==> src/rtl/spi_arbiter.sv <==
// spi_arbiter: round-robin sharing of one spi_master between NUM_REQ clients.
// Each transfer is sequenced as grant + start pulse, wait for completion
// (bounded by a timeout), return of the rx word, then a forced idle gap.
module spi_arbiter #(
  parameter int unsigned NUM_REQ    = 2,
  parameter int unsigned DATA_WIDTH = 12,
  parameter int unsigned GAP_CYCLES = 4,
  parameter int unsigned TIMEOUT    = 256
) (
  input  logic                          clk,
  input  logic                          rst,
  input  logic [NUM_REQ-1:0]            req,
  input  logic [NUM_REQ*DATA_WIDTH-1:0] tx_data,
  output logic [NUM_REQ-1:0]            gnt,
  output logic [NUM_REQ-1:0]            done,
  output logic [NUM_REQ-1:0]            err,
  output logic [DATA_WIDTH-1:0]         rx_data,
  output logic                          busy,
  output logic                          m_start,
  output logic [DATA_WIDTH-1:0]         m_tx_data,
  input  logic                          m_done,
  input  logic [DATA_WIDTH-1:0]         m_rx_data
);

  localparam int PW = (NUM_REQ > 1) ? $clog2(NUM_REQ) : 1;
  localparam int TW = $clog2(TIMEOUT + 1);
  localparam int GW = (GAP_CYCLES > 0) ? $clog2(GAP_CYCLES + 1) : 1;

  typedef enum logic [1:0] {
    S_IDLE,
    S_WAIT,
    S_GAP
  } state_t;

  state_t                r_state;
  logic [PW-1:0]         r_ptr;
  logic [TW-1:0]         r_tcnt;
  logic [GW-1:0]         r_gcnt;
  logic [NUM_REQ-1:0]    r_gnt;
  logic [NUM_REQ-1:0]    r_done;
  logic [NUM_REQ-1:0]    r_err;
  logic [DATA_WIDTH-1:0] r_rx_data;
  logic                  r_busy;
  logic                  r_m_start;
  logic [DATA_WIDTH-1:0] r_m_tx_data;

  logic [PW-1:0]         w_win;
  logic [NUM_REQ-1:0]    w_win_oh;
  logic [DATA_WIDTH-1:0] w_win_word;
  int unsigned           w_idx;

  // Round-robin pick: scan downward so the nearest set request after the
  // pointer is the last one written and therefore wins.
  always_comb begin
    w_win = r_ptr;
    w_idx = 0;
    for (int unsigned k = NUM_REQ; k >= 1; k--) begin
      w_idx = r_ptr + k;
      if (w_idx >= NUM_REQ) w_idx = w_idx - NUM_REQ;
      if (req[w_idx]) w_win = PW'(w_idx);
    end
  end

  // Decode the winner into a one-hot grant and select its tx word.
  always_comb begin
    w_win_oh   = '0;
    w_win_word = '0;
    for (int unsigned i = 0; i < NUM_REQ; i++) begin
      if (w_win == PW'(i)) begin
        w_win_oh[i] = 1'b1;
        w_win_word  = tx_data[i*DATA_WIDTH +: DATA_WIDTH];
      end
    end
  end

  // Transfer sequencer: IDLE -> WAIT -> GAP -> IDLE, all outputs registered.
  always_ff @(posedge clk or posedge rst) begin
    if (rst) begin
      r_state     <= S_IDLE;
      r_ptr       <= PW'(NUM_REQ - 1);
      r_tcnt      <= '0;
      r_gcnt      <= '0;
      r_gnt       <= '0;
      r_done      <= '0;
      r_err       <= '0;
      r_rx_data   <= '0;
      r_busy      <= 1'b0;
      r_m_start   <= 1'b0;
      r_m_tx_data <= '0;
    end else begin
      r_m_start <= 1'b0;
      r_done    <= '0;
      r_err     <= '0;
      case (r_state)
        S_IDLE: begin
          if (|req) begin
            r_gnt       <= w_win_oh;
            r_m_tx_data <= w_win_word;
            r_m_start   <= 1'b1;
            r_ptr       <= w_win;
            r_tcnt      <= '0;
            r_busy      <= 1'b1;
            r_state     <= S_WAIT;
          end
        end
        S_WAIT: begin
          // The counter holds during the start-pulse cycle, so the abort
          // lands TIMEOUT+1 cycles after m_start is seen.
          if (m_done) begin
            r_rx_data <= m_rx_data;
            r_done    <= r_gnt;
            r_gnt     <= '0;
            r_gcnt    <= '0;
            r_state   <= S_GAP;
          end else if (r_tcnt == TW'(TIMEOUT - 1)) begin
            r_done    <= r_gnt;
            r_err     <= r_gnt;
            r_gnt     <= '0;
            r_gcnt    <= '0;
            r_state   <= S_GAP;
          end else if (!r_m_start) begin
            r_tcnt <= r_tcnt + 1'b1;
          end
        end
        S_GAP: begin
          if (r_gcnt == GW'(GAP_CYCLES)) begin
            r_busy  <= 1'b0;
            r_state <= S_IDLE;
          end else begin
            r_gcnt <= r_gcnt + 1'b1;
          end
        end
        default: begin
          r_state <= S_IDLE;
        end
      endcase
    end
  end

  assign gnt       = r_gnt;
  assign done      = r_done;
  assign err       = r_err;
  assign rx_data   = r_rx_data;
  assign busy      = r_busy;
  assign m_start   = r_m_start;
  assign m_tx_data = r_m_tx_data;

endmodule

==> config.mk <==
export PLATFORM = sky130hd
export DESIGN_NAME = spi_arbiter
export DESIGN_NICKNAME = d
export VERILOG_FILES = /design/src/rtl/spi_arbiter.sv
export SDC_FILE = /design/constraint.sdc
export NUM_CORES = 1
export LEC_CHECK = 0
export ABC_AREA = 1
export BUFFER_PORTS_ARGS = -buffer_cell sky130_fd_sc_hd__buf_2
export CORE_ASPECT_RATIO = 0.5
export CORE_MARGIN = 10
export CORE_UTILIZATION = 31
export CTS_BUF_LIST = sky130_fd_sc_hd__clkbuf_8 sky130_fd_sc_hd__clkbuf_16
export CTS_CLUSTER_DIAMETER = 30
export CTS_CLUSTER_SIZE = 10
export DETAILED_ROUTE_END_ITERATION = 7
export GPL_TIMING_DRIVEN = 0
export PLACE_DENSITY = 0.64
export SLEW_MARGIN = 0
export SYNTH_ARGS = -nofsm -noshare
export SYNTH_HDL_FRONTEND = slang
export SYNTH_SLANG_ARGS = --single-unit
==> constraint.sdc <==
create_clock -name clk -period 4.3 [get_ports clk]
set_clock_uncertainty 0.2 [all_clocks]
set_input_delay 0.43 -clock clk [delete_from_list [all_inputs] [get_ports clk]]
set_output_delay 0.43 -clock clk [all_outputs]
set_load 0.05 [all_outputs]
==> run summary <==
outcome: finished clean
die width: 139 µm
f_max: 447 MHz
Tcrit/Tclk final: 52.0%
dominant cell type by area after synthesis: dfrtp_1
fraction of layout cells with a size suffix above 1: 30.1%
crit-path max FO: 5
GRT Util Overall: 10.4%
Initial Util: 32.3%
initial antenna violation count: 0
largest net degree at the start of global routing: 43
placed wire-length estimate: 4480 µm
dominant synthesized flop cell: dfrtp_1
Starting DRT DRC Count: 169
worst skew pair latency: 0.28 ns
CTS tree: done
drt via density: 4.36
required time of the worst setup path: 4.26 ns
post-cts resize count: 0
final setup margin: 2.06 ns
Rel. slew slack: 71.2%
setup TNS: 0 ns
Startpoint Class: register
synthesized netlist cell count: 260
FFs w/ async S/R, synth: 100%
pwr dens: 798 nW/µm²
Design Area, Final: 2830 µm²
via count: 1,891
core box area: 6780 µm²
Die Ht: 79.5 µm
Worst Max-Slew Pin Slew: 0.428 ns
total power: 2.26 mW
Post-Syn Area per Cell: 8.43 µm²
hold path depth: 3
Root Driver: clkbuf_16
first-pass GRT wire length: 9700 µm
IO Pins: 73
RSZ-0062 raised after global routing: false
vias in the first global route: 1,853
top cells by count, synth: 85 x nand2_1, 46 x dfrtp_1, 30 x a21oi_1
clock-pin slew of the registers on the worst-case setup and hold paths: 0.06 ns
pre-CTS setup slack: 2.07 ns
row count: 21
ant diodes: 0
max-slew violation count: 0
final core utilization: 41.8%
final setup vio count: 0
element type at the critical path end: register
Max Cap Viol: 0
Max rail drop VDD: 0.244 mV
drt first pass iters: 4
Synth Net Count: 306
placed instance area: 2690 µm²
Avg WL per Cell: 13.2 µm
IO buf count: 72
CTS Buf Count: 5
Die Area: 11,000 µm²
Hold Crit Class: in -> reg
total grt overflow: 0
Period minus WS final: 2.24 ns
leak pwr: 1.50 nW
WS Path Type: reg -> reg
Yosys reg bits: 47
Fin. Hold Viols: 0
Mapped Area: 2190 µm²
TritonCTS Sinks: 47
area grow syn2layout: 29.3%
top-area cell type share of the netlist area: 52.5%
Hold WS: 0.142 ns
critical path arrival: 2.19 ns
worst r2r path cells: 9
drt total wl: 5730 µm
Routed Antenna Nets: 0
Post-synth EDFFs: 0
Max clock buf depth: 2
final net count: 387
H-tree depth: 2
post-synthesis cell type count: 26
GPL Wtd Cong: 0.782
dpl cells: 425
ranking of synthesized cells by area: dfrtp_1 53%, nand2_1 15%, a21oi_1 6.8%, nor2_1 4.8%, inv_1 3.3%
Seq/Total Area, Yosys: 53.7%
YS warnings: 0
count leader, synth: nand2_1
Final Non-Filler Cells: 434
DRC violations left: 0
## layout by cell type, fill, tap and decap left out, types with 2 or more instances in the layout
| cell | count |
|---|---|
| o21ai_1 | 7 |
| clkbuf_16 | 5 |
| nand4_1 | 3 |
| dfrtp_1 | 46 |
| inv_1 | 21 |
| buf_4 | 2 |
| ha_1 | 5 |
| buf_2 | 76 |
| nand3_1 | 3 |
| nand2_1 | 85 |
| xor2_1 | 2 |
| nor3_1 | 2 |
| nor2_4 | 3 |
| a21oi_1 | 30 |
| nor2_1 | 28 |
| inv_2 | 5 |
| nor4_1 | 3 |
| or2_2 | 2 |
| nand2_2 | 3 |
| o21ai_0 | 2 |
## cell type report
type	count	area, µm²
multi-input cells	184	893
plain buffers	6	35.0
clock inverters	3	11.3
repair buffers	74	390
well taps	92	115
inverters	23	86.3
flip-flops and latches	47	1180
fillers	711	3950
clock buffers	5	125
## worst max-delay path, stage by stage, from the launching register on
cell and delay [ns]:
dfrtp_1 0.38, ha_1 0.17, nand2_1 0.10, nor4_1 0.43
ha_1 0.28, nor2_1 0.05, nand2_1 0.12, inv_2 0.06
a21oi_2 0.21, a21oi_1 0.10
## registers in the layout, indices dropped and copies added (netlist names)
name	count
r_ptr	1
m_start	1
r_tcnt	9
m_tx_data	12
err	2
r_state	2
done	2
busy	1
rx_data	12
r_gcnt	3
gnt	2
## logic make-up after synthesis
kind of cell	count (synthesis)	synth area share, %
xor gates and xnor gates	2	0.799
adders and majority gates	5	2.85
and+or+nand+nor	135	26.7
buffers and inverters	29	5.54
AOI/OAI and AO/OA	42	10.4
DFF	47	53.7
## repair_timing
action | CTS | global route
endpoints found under the hold margin | 5 | 0
hold buffers | 1 | 0
buffers inserted | 0 | 0
## worst paths after layout
check / slack, ns / from / end
min in group asynchronous: 0.38 / rst / rx_data[11]
max reg2reg: 2.06 / r_tcnt[1] / r_gcnt[0]
max in group asynchronous: 3.00 / rst / r_ptr
max: 2.06 / r_tcnt[1] / r_gcnt[0]
min: 0.14 / m_rx_data[2] / rx_data[2]
min reg2reg: 0.28 / rx_data[3] / rx_data[3]
## report_power, final
part           switching (mW)  internal, mW
Combinational           0.884         0.295
Sequential              0.110         0.608
Clock                   0.154         0.209
## routing by layer
metal	global-route usage, %	up-vias	routed length, µm
li1	-	983	-
met1	13.7	874	2700
met2	17.0	29	2830
met5	0	-	0
met4	3.11	0	61
met3	2.14	5	144
Power figures use the tool's default switching activity.
